$ cat config.mk
export PLATFORM = sky130hd
export DESIGN_NAME = rom_seq_ctrl
export DESIGN_NICKNAME = d
export VERILOG_FILES = /design/src/rtl/rom_seq_pkg.sv /design/src/rtl/rom_seq_ctrl_btn_debounce.sv /design/src/rtl/rom_seq_ctrl.sv
export SDC_FILE = /design/constraint.sdc
export NUM_CORES = 1
export LEC_CHECK = 0
export ABC_AREA = 1
export CELL_PAD_IN_SITES_DETAIL_PLACEMENT = 1
export CELL_PAD_IN_SITES_GLOBAL_PLACEMENT = 2
export CORE_MARGIN = 2
export CORE_UTILIZATION = 29
export DETAILED_ROUTE_END_ITERATION = 6
export GPL_TIMING_DRIVEN = 0
export MAX_ROUTING_LAYER = met4
export PLACE_DENSITY_LB_ADDON = 0.08
export RECOVER_POWER = 50
export SETUP_SLACK_MARGIN = 0.5
export SLEW_MARGIN = 5
export SYNTH_ARGS = -nofsm -noshare
export SYNTH_HDL_FRONTEND = slang
export SYNTH_SLANG_ARGS = --single-unit
$ cat constraint.sdc
create_clock -name clk -period 2.1 [get_ports clk]
set_input_delay 0.21 -clock clk [delete_from_list [all_inputs] [get_ports clk]]
set_output_delay 0.21 -clock clk [all_outputs]
set_load 0.005 [all_outputs]
$ cat src/rtl/rom_seq_pkg.sv
// Shared types and defaults for the ROM address sequencer.
// DEF_DB_CYCLES exists only when STEP_DEBOUNCE_EN is defined.
package rom_seq_pkg;

  typedef enum logic [1:0] {
    ST_IDLE  = 2'd0,
    ST_RUN   = 2'd1,
    ST_PAUSE = 2'd2,
    ST_DONE  = 2'd3
  } state_t;

  localparam int DEF_AW = 8;

`ifdef STEP_DEBOUNCE_EN
  localparam logic [15:0] DEF_DB_CYCLES = 16'd50000;
`endif

endpackage

$ cat src/rtl/rom_seq_ctrl_btn_debounce.sv
// Step-button conditioner: 2-flop synchronizer, stability counter, rising-edge pulse.
// Compiled only when STEP_DEBOUNCE_EN is defined.
`ifdef STEP_DEBOUNCE_EN
module btn_debounce
  import rom_seq_pkg::*;
#(
  parameter logic [15:0] DB_CYCLES = DEF_DB_CYCLES
) (
  input  logic clk,
  input  logic rst_n,
  input  logic i_btn,
  output logic o_rise
);

  logic        r_sync1;
  logic        r_sync2;
  logic [15:0] r_cnt;
  logic        r_level;
  logic        r_level_q;

  // The accepted level follows the synchronized input only after it has
  // differed from the current level for DB_CYCLES consecutive cycles.
  always_ff @(posedge clk or negedge rst_n) begin
    if (!rst_n) begin
      r_sync1   <= 1'b0;
      r_sync2   <= 1'b0;
      r_cnt     <= 16'd0;
      r_level   <= 1'b0;
      r_level_q <= 1'b0;
    end else begin
      r_sync1   <= i_btn;
      r_sync2   <= r_sync1;
      r_level_q <= r_level;
      if (r_sync2 == r_level) begin
        r_cnt <= 16'd0;
      end else if (r_cnt == DB_CYCLES - 16'd1) begin
        r_level <= r_sync2;
        r_cnt   <= 16'd0;
      end else begin
        r_cnt <= r_cnt + 16'd1;
      end
    end
  end

  assign o_rise = r_level & ~r_level_q;

endmodule
`endif

$ cat src/rtl/rom_seq_ctrl.sv
// ROM address sequencer: owns the divider enable and steps an address range.
// STEP_DEBOUNCE_EN inserts btn_debounce on the step button.
module rom_seq_ctrl
  import rom_seq_pkg::*;
#(
  parameter int AW = DEF_AW
`ifdef STEP_DEBOUNCE_EN
  ,
  parameter logic [15:0] DB_CYCLES = DEF_DB_CYCLES
`endif
) (
  input  logic          clk,
  input  logic          rst_n,
  input  logic          run_i,
  input  logic          step_i,
  input  logic          clr_i,
  input  logic          loop_i,
  input  logic [AW-1:0] start_addr_i,
  input  logic [AW-1:0] end_addr_i,
  input  logic          div_tick_i,
  output logic          div_on_o,
  output logic [AW-1:0] addr_o,
  output logic          addr_vld_o,
  output logic          busy_o,
  output logic          done_o
);

  state_t        r_state;
  logic [AW-1:0] r_addr;
  logic [AW-1:0] r_start;
  logic [AW-1:0] r_end;
  logic          r_addr_vld;
  logic          r_div_on;
  logic          r_busy;
  logic          r_done;
  logic          r_tick_q;

  logic          w_tick_rise;
  logic          w_step_rise;
  logic          w_adv;
  logic          w_at_end;

  // The divided clock is sampled as data; only its rising edge matters.
  assign w_tick_rise = div_tick_i & ~r_tick_q;

`ifdef STEP_DEBOUNCE_EN
  btn_debounce #(
    .DB_CYCLES (DB_CYCLES)
  ) u_step_db (
    .clk    (clk),
    .rst_n  (rst_n),
    .i_btn  (step_i),
    .o_rise (w_step_rise)
  );
`else
  logic r_step_q;

  always_ff @(posedge clk or negedge rst_n) begin
    if (!rst_n) begin
      r_step_q <= 1'b0;
    end else begin
      r_step_q <= step_i;
    end
  end

  assign w_step_rise = step_i & ~r_step_q;
`endif

  assign w_adv    = (r_state == ST_RUN) ? w_tick_rise : w_step_rise;
  assign w_at_end = (r_addr == r_end);

  always_ff @(posedge clk or negedge rst_n) begin
    if (!rst_n) begin
      r_state    <= ST_IDLE;
      r_addr     <= '0;
      r_start    <= '0;
      r_end      <= '0;
      r_addr_vld <= 1'b0;
      r_div_on   <= 1'b0;
      r_busy     <= 1'b0;
      r_done     <= 1'b0;
      r_tick_q   <= 1'b0;
    end else begin
      r_tick_q   <= div_tick_i;
      r_addr_vld <= 1'b0;
      if (clr_i) begin
        r_state  <= ST_IDLE;
        r_div_on <= 1'b0;
        r_busy   <= 1'b0;
        r_done   <= 1'b0;
      end else begin
        case (r_state)
          ST_IDLE: begin
            if (run_i || w_step_rise) begin
              r_start    <= start_addr_i;
              r_end      <= end_addr_i;
              r_addr     <= start_addr_i;
              r_addr_vld <= 1'b1;
              r_busy     <= 1'b1;
              r_state    <= run_i ? ST_RUN : ST_PAUSE;
              r_div_on   <= run_i;
            end
          end
          ST_RUN, ST_PAUSE: begin
            if (w_adv && w_at_end && !loop_i) begin
              r_state  <= ST_DONE;
              r_done   <= 1'b1;
              r_busy   <= 1'b0;
              r_div_on <= 1'b0;
            end else begin
              // An advance and a mode change in the same cycle both take effect.
              if (w_adv) begin
                r_addr     <= w_at_end ? r_start : r_addr + AW'(1);
                r_addr_vld <= 1'b1;
              end
              r_state  <= run_i ? ST_RUN : ST_PAUSE;
              r_div_on <= run_i;
            end
          end
          ST_DONE: begin
            r_state <= ST_DONE;
          end
          default: begin
            r_state <= ST_IDLE;
          end
        endcase
      end
    end
  end

  assign addr_o     = r_addr;
  assign addr_vld_o = r_addr_vld;
  assign div_on_o   = r_div_on;
  assign busy_o     = r_busy;
  assign done_o     = r_done;

endmodule

# Word-level counts from Yosys, hierarchy flattened
# Cells that the tools add are included.
dict set report op_classes {
  n_addsub 1
  n_eq_ne 9
  mux 27
  bitwise_logic 5
  reduce_logical 15
}
# cell n
set ops {}
lappend ops {{8-bit 2-to-1 mux} 4}
lappend ops {{8-bit case mux with 2 select lines} 1}
lappend ops {{1-bit 2-to-1 mux} 14}
lappend ops {{8-bit by 1-bit adder with 8-bit output, second input constant} 1}
lappend ops {{8-bit equality test} 1}
lappend ops {{2-bit 2-to-1 mux} 4}
lappend ops {{2-bit inequality test, second input constant} 3}
lappend ops {{3-bit inequality test, second input constant} 2}
lappend ops {{1-bit case mux with 2 select lines} 3}
lappend ops {{2-bit case mux with 3 select lines} 1}
lappend ops {{3-bit AND reduction} 2}
lappend ops {{2-bit nonzero test} 3}
lappend ops {{5-bit AND reduction} 1}
lappend ops {{2-bit equality test, second input constant} 2}
lappend ops {{2-bit AND reduction} 2}
lappend ops {{1-bit NOT} 3}
lappend ops {{3-bit nonzero test} 1}
lappend ops {{1-bit AND} 2}
lappend ops {{2-bit by 1-bit equality test with 1-bit output, second input constant} 1}
lappend ops {{1-bit logical AND} 2}
lappend ops {{2-bit logical NOT} 1}
lappend ops {{2-bit OR reduction} 1}
lappend ops {{1-bit logical NOT} 1}
lappend ops {{1-bit logical OR} 1}
dict set report totals {
  reg_bits 32
  inputBits 23
  out_inout_bits 12
  wordCells 67
}

# Longest topological paths before layout
dict set report depth {
  word_depth 8
  ltp_mapped 12
  mapped_depth_nobuf 11
}

# Least setup slack after synthesis
# Ideal clock, no wire load.
dict set report synth_timing {
  path_type {reg-to-reg}
  from {register r_state[0]}
  to {register r_addr[0], in the netlist addr_o[0]}
  setup_time_ns 0.116
  arrival_ns 1.476
  t_required_ns 1.984
  slack_ns 0.508
  path_stages_with_launch 9
  n_path_buf 0
  synth_period_minus_slack_ns 1.592
  cell_sequence {dfrtp_1 -> ha_1 -> nand3b_1 -> a21oi_2 -> nand4_1 -> nand2_4 -> inv_4 -> nand2_1 -> nand2_1}
}
dict set report synth_between {
  elab_chain_len 6
  elab_cells_between_ends 13
  cone_classes {eq/ne (5); mux (2); reduce/logical (6)}
}
# item line
set synth_lines {}
lappend synth_lines {{start, declared} rom_seq_ctrl.sv:28} ;# state_t r_state;
lappend synth_lines {{start signal, assigned} rom_seq_ctrl.sv:100} ;# r_state <= run_i ? ST_RUN : ST_PAUSE;
lappend synth_lines {{start signal, assigned} rom_seq_ctrl.sv:116} ;# r_state <= run_i ? ST_RUN : ST_PAUSE;
lappend synth_lines {{2-bit by 1-bit equality test with 1-bit output} {rom_seq_ctrl.sv:69, rom_seq_ctrl.sv:92}}
lappend synth_lines {{1-bit 2-to-1 mux} rom_seq_ctrl.sv:69} ;# assign w_adv = (r_state == ST_RUN) ? w_tick_rise : w_step_rise;
lappend synth_lines {{1-bit logical AND (2 in a row)} rom_seq_ctrl.sv:105} ;# if (w_adv && w_at_end && !loop_i) begin
lappend synth_lines {{2-bit inequality test (no source line)} n/a}
lappend synth_lines {{5-bit AND reduction (no source line)} n/a}
lappend synth_lines {{end signal, assigned} rom_seq_ctrl.sv:97} ;# r_addr <= start_addr_i;
lappend synth_lines {{end signal, assigned} rom_seq_ctrl.sv:113} ;# r_addr <= w_at_end ? r_start : r_addr + AW'(1);
lappend synth_lines {{end, declared} rom_seq_ctrl.sv:29} ;# logic [AW-1:0] r_addr;
# Several ways; a longest one is shown, not always the timed one.
# A chain may end at the register's enable or synchronous reset.

# Final worst setup path
dict set report layout_timing {
  from {register r_state[0]}
  to {register r_addr[2], in the netlist addr_o[2]}
}
# Same word-level chain as after synthesis.

==> summary.md <==
| Metric | Value |
|---|---|
| Status | complete, but fails checks |
| Failing checks | negative hold slack |
| Die width | 84.5 um |
| Crit Path Class | flop to flop |
| Max clock buf depth | 2 |
| Clock root buffer | clkbuf_8 |
| Worst flop-to-flop path endpoint | addr_o[2] |
| Drt drc | 0 |
| Mean Syn Cell Area | 7.34 um2 |
| Reg area | about 800 um2 |
| Fin crit share | 78.9% |
| Fillers | 790 |
| Leakage | about 1.3 nW |
| Switching part of the total | ~44% |
| Fin worst setup slack | between 400 and 500 ps |
| Pint | 2.02 mW |
| Vias in the first global route | ~1.9k |
| CP Launch Type | flop |
| Worst r2r path cells | 9 |
| # setup viols final | 0 |
| Fin nets | around 330 |
| Minimum clock period | 1660 ps |
| Total gr overflow | 0 |
| Hpwl dp | 3840 um |
| Area of the multi-input gates | 957 um2 |
| Net load switching power | 1.59 mW |
| CTS tree | yes |
| H-Tree Depth | 2 |
| Synth cell types | 26 |
| Die area | 0.00714 mm2 |
| Finished Layout Cells | 382 |
| Die height | about 84 um |
| Initial core utilization | 29.7% |
| WL met3 | 138 um |
| Post-layout util | between 40% and 50% |
| Logic pwr share | 55.0% |
| Worst slew pin tran | 766 ps |
| MaxCap Viol Count | 0 |
| GP Congestion | 0.801 |
| Yosys warns | 0 |
| Crit. End Element | flop |
| Largest net degree at the start of global routing | 33 |
| Count of state elements after synthesis | 32 |
| Avg WL per Cell | 14.5 um |
| Place WS | ~190 ps |
| Clk_lat worst skew | around 280 ps |
| Worst relative slew slack | around 49% |
| Ys async rst share | 100% |
| CTS clk-pin slew, worst paths | approximately 80 ps |
| Area growth syn-to-layout | 35.4% |
| Worst Skew | between 4 and 5 ps |
| DRT antenna net count | 0 |
| Seq/Total Area, Yosys | approximately 43% |
| Ys flop type | dfrtp_1 |
| Total negative slack | 0 ps |
| First-pass GRT wire length | 9470 um |
| Area of the core | 0.00631 mm2 |
| IO Port Bufs | 34 |
| Clk network pwr share | about 14% |
| Layout cells sized above 1 | 15.1% |
| Inserted Diodes | 0 |
| Peak supply drop | 0.535 mV |
| Pre-antenna DRT Iters | 4 |
| Worst reg-to-reg setup slack | 440 ps |
| Top sig layer | met4 |
| Wirelength, routed | 5540 um |
| Hold WC Path Type | input pin to async pin |
| Met2 routed WL | approximately 2700 um |
| Number of vias per cell | around 4.6 |
| Post-synthesis cell area | between 0.0015 and 0.002 mm2 |
| Reg-to-Reg Start | r_state[0] |
| Vias | 1759 |
| Inserted Clock Buffers | 5 |
| Worst Path Arrival | 1840 ps |
| Post-synth EDFFs | 0 |
| WHS | -9.20 ps |
| Cell Pwr Density | roughly 1400 mW/mm2 |
| Final hold violation count | 12 |
| RSZ-0062 raised after global routing | true |
| Fin. max-slew vios | 0 |
| Seq pwr share | a little under a third |
| Post-route met1 wirelength | 2620 um |
| Total GRT Usage | 17.3% |
| Worst EP required | ~2300 ps |
| Max Clk Rate | 604 MHz |
| Placed cell count | between 300 and 400 |
| Syn_nets | about 280 |
| I/O pin cnt | 35 |
| Initial antenna violation count | 0 |
| CP Max Fanout | 4 |
| Clock sinks | 32 |
| Drt initial violations | 70 |
| Mapped Cells | about 260 |
| Standard-cell rows | 29 |
-- registers in the layout, summed over array words and instances (netlist names) --
signal and flops:
addr_o 8, r_end 8, r_start 8, r_state 2, addr_vld_o 1, busy_o 1
div_on_o 1, done_o 1, r_step_q 1, r_tick_q 1
-- power groups by stage --
stage / Combinational (mW) / Sequential, mW / Clock, mW
global route: 2.26 / 1.16 / 0.564
CTS: 1.95 / 1.11 / 0.534
global placement: 1.76 / 1.12 / 0
detailed placement: 1.79 / 1.12 / 0
finish: 1.99 / 1.11 / 0.516
floorplan: 1.18 / 1.07 / 0
-- repair_timing --
item | CTS | global route
setup endpoints to repair | 29 | 32
setup buffers | 6 | 1
pin swaps | 3 | 5
hold buffers | 0 | 0
resized for setup | 10 | 18
-- logic make-up after synthesis --
kind of cell / Yosys count / share of synthesized area [%]
compound gates: 23 / 6.66
xor+xnor: 8 / 3.73
buf+inv: 37 / 8.99
fa+ha+maj: 5 / 3.33
simple gates: 151 / 34.6
flops: 32 / 42.6
-- per-stage QoR --
step	total power [mW]	cell area [um2]
2_1_floorplan	2.25	1880
3_3_place_gp	2.88	2310
3_5_place_dp	2.91	2310
4_1_cts	3.60	2500
5_1_grt	3.98	2540
6_report	3.62	2540
-- synth_stat cells, types with 3 or more instances --
cell type | count | area share [%]
xor2_1 | 3 | 1.4
dfrtp_1 | 32 | 43
inv_1 | 29 | 5.8
buf_6 | 3 | 1.8
nor2_1 | 8 | 1.6
a21oi_1 | 3 | 0.80
ha_1 | 5 | 3.3
o21ai_0 | 14 | 3.7
nor2_2 | 3 | 1.0
xnor2_1 | 5 | 2.3
nand3_1 | 24 | 6.4
nand2_1 | 109 | 22
-- routing by layer --
metal / global-route usage, % / vias to the layer above
met5: - / -
met2: 28.9 / 24
met1: 22.2 / 839
met3: 2.95 / 2
li1: - / 894
met4: 3.46 / 0
-- layout by cell type, fill, tap and decap left out, drive strengths merged, types with 2 or more instances in the layout --
cell type / netlist / final
ha: 5 / 5
dlygate4sd3: 0 / 6
clkinv: 0 / 2
clkdlybuf4s50: 0 / 27
xor2: 3 / 3
nand3b: 2 / 2
a31oi: 2 / 2
buf: 4 / 14
a21oi: 4 / 4
dfrtp: 32 / 32
nand2: 111 / 111
inv: 30 / 30
xnor2: 5 / 5
nand3: 25 / 25
o21ai: 15 / 15
clkbuf: 3 / 7
nor2: 12 / 12
-- worst max-delay path by stage --
stage	start	to	slack (ps)	depth (start not counted)
floorplan	r_state[0]	addr_o[0]	510	8
global placement	rst_n	r_end[0]	-10	1
detailed placement	run_i	r_end[1]	190	7
CTS	r_state[0]	addr_o[0]	400	9
global route	r_state[0]	addr_o[2]	310	9
finish	r_state[0]	addr_o[2]	440	9
-- area by class of cell --
class,instances,area share [%]
clock inverter,2,0.394
tap,77,3.79
clock buffer,6,3.25
multi-input combinational,187,37.6
timing repair buffer,41,15.7
buffer,7,3.05
sequential,32,31.6
inverter,30,4.53
-- worst max-delay path, cell delays in order, from the launching register on --
cell	delay, ps
dfrtp_1	420
buf_4	160
ha_1	190
nor2_1	110
nand2_1	90
a31oi_2	210
nand2_4	110
buf_4	160
nand2_1	50
nand2_1	50
Note: power is estimated with default switching activity, not from simulation.
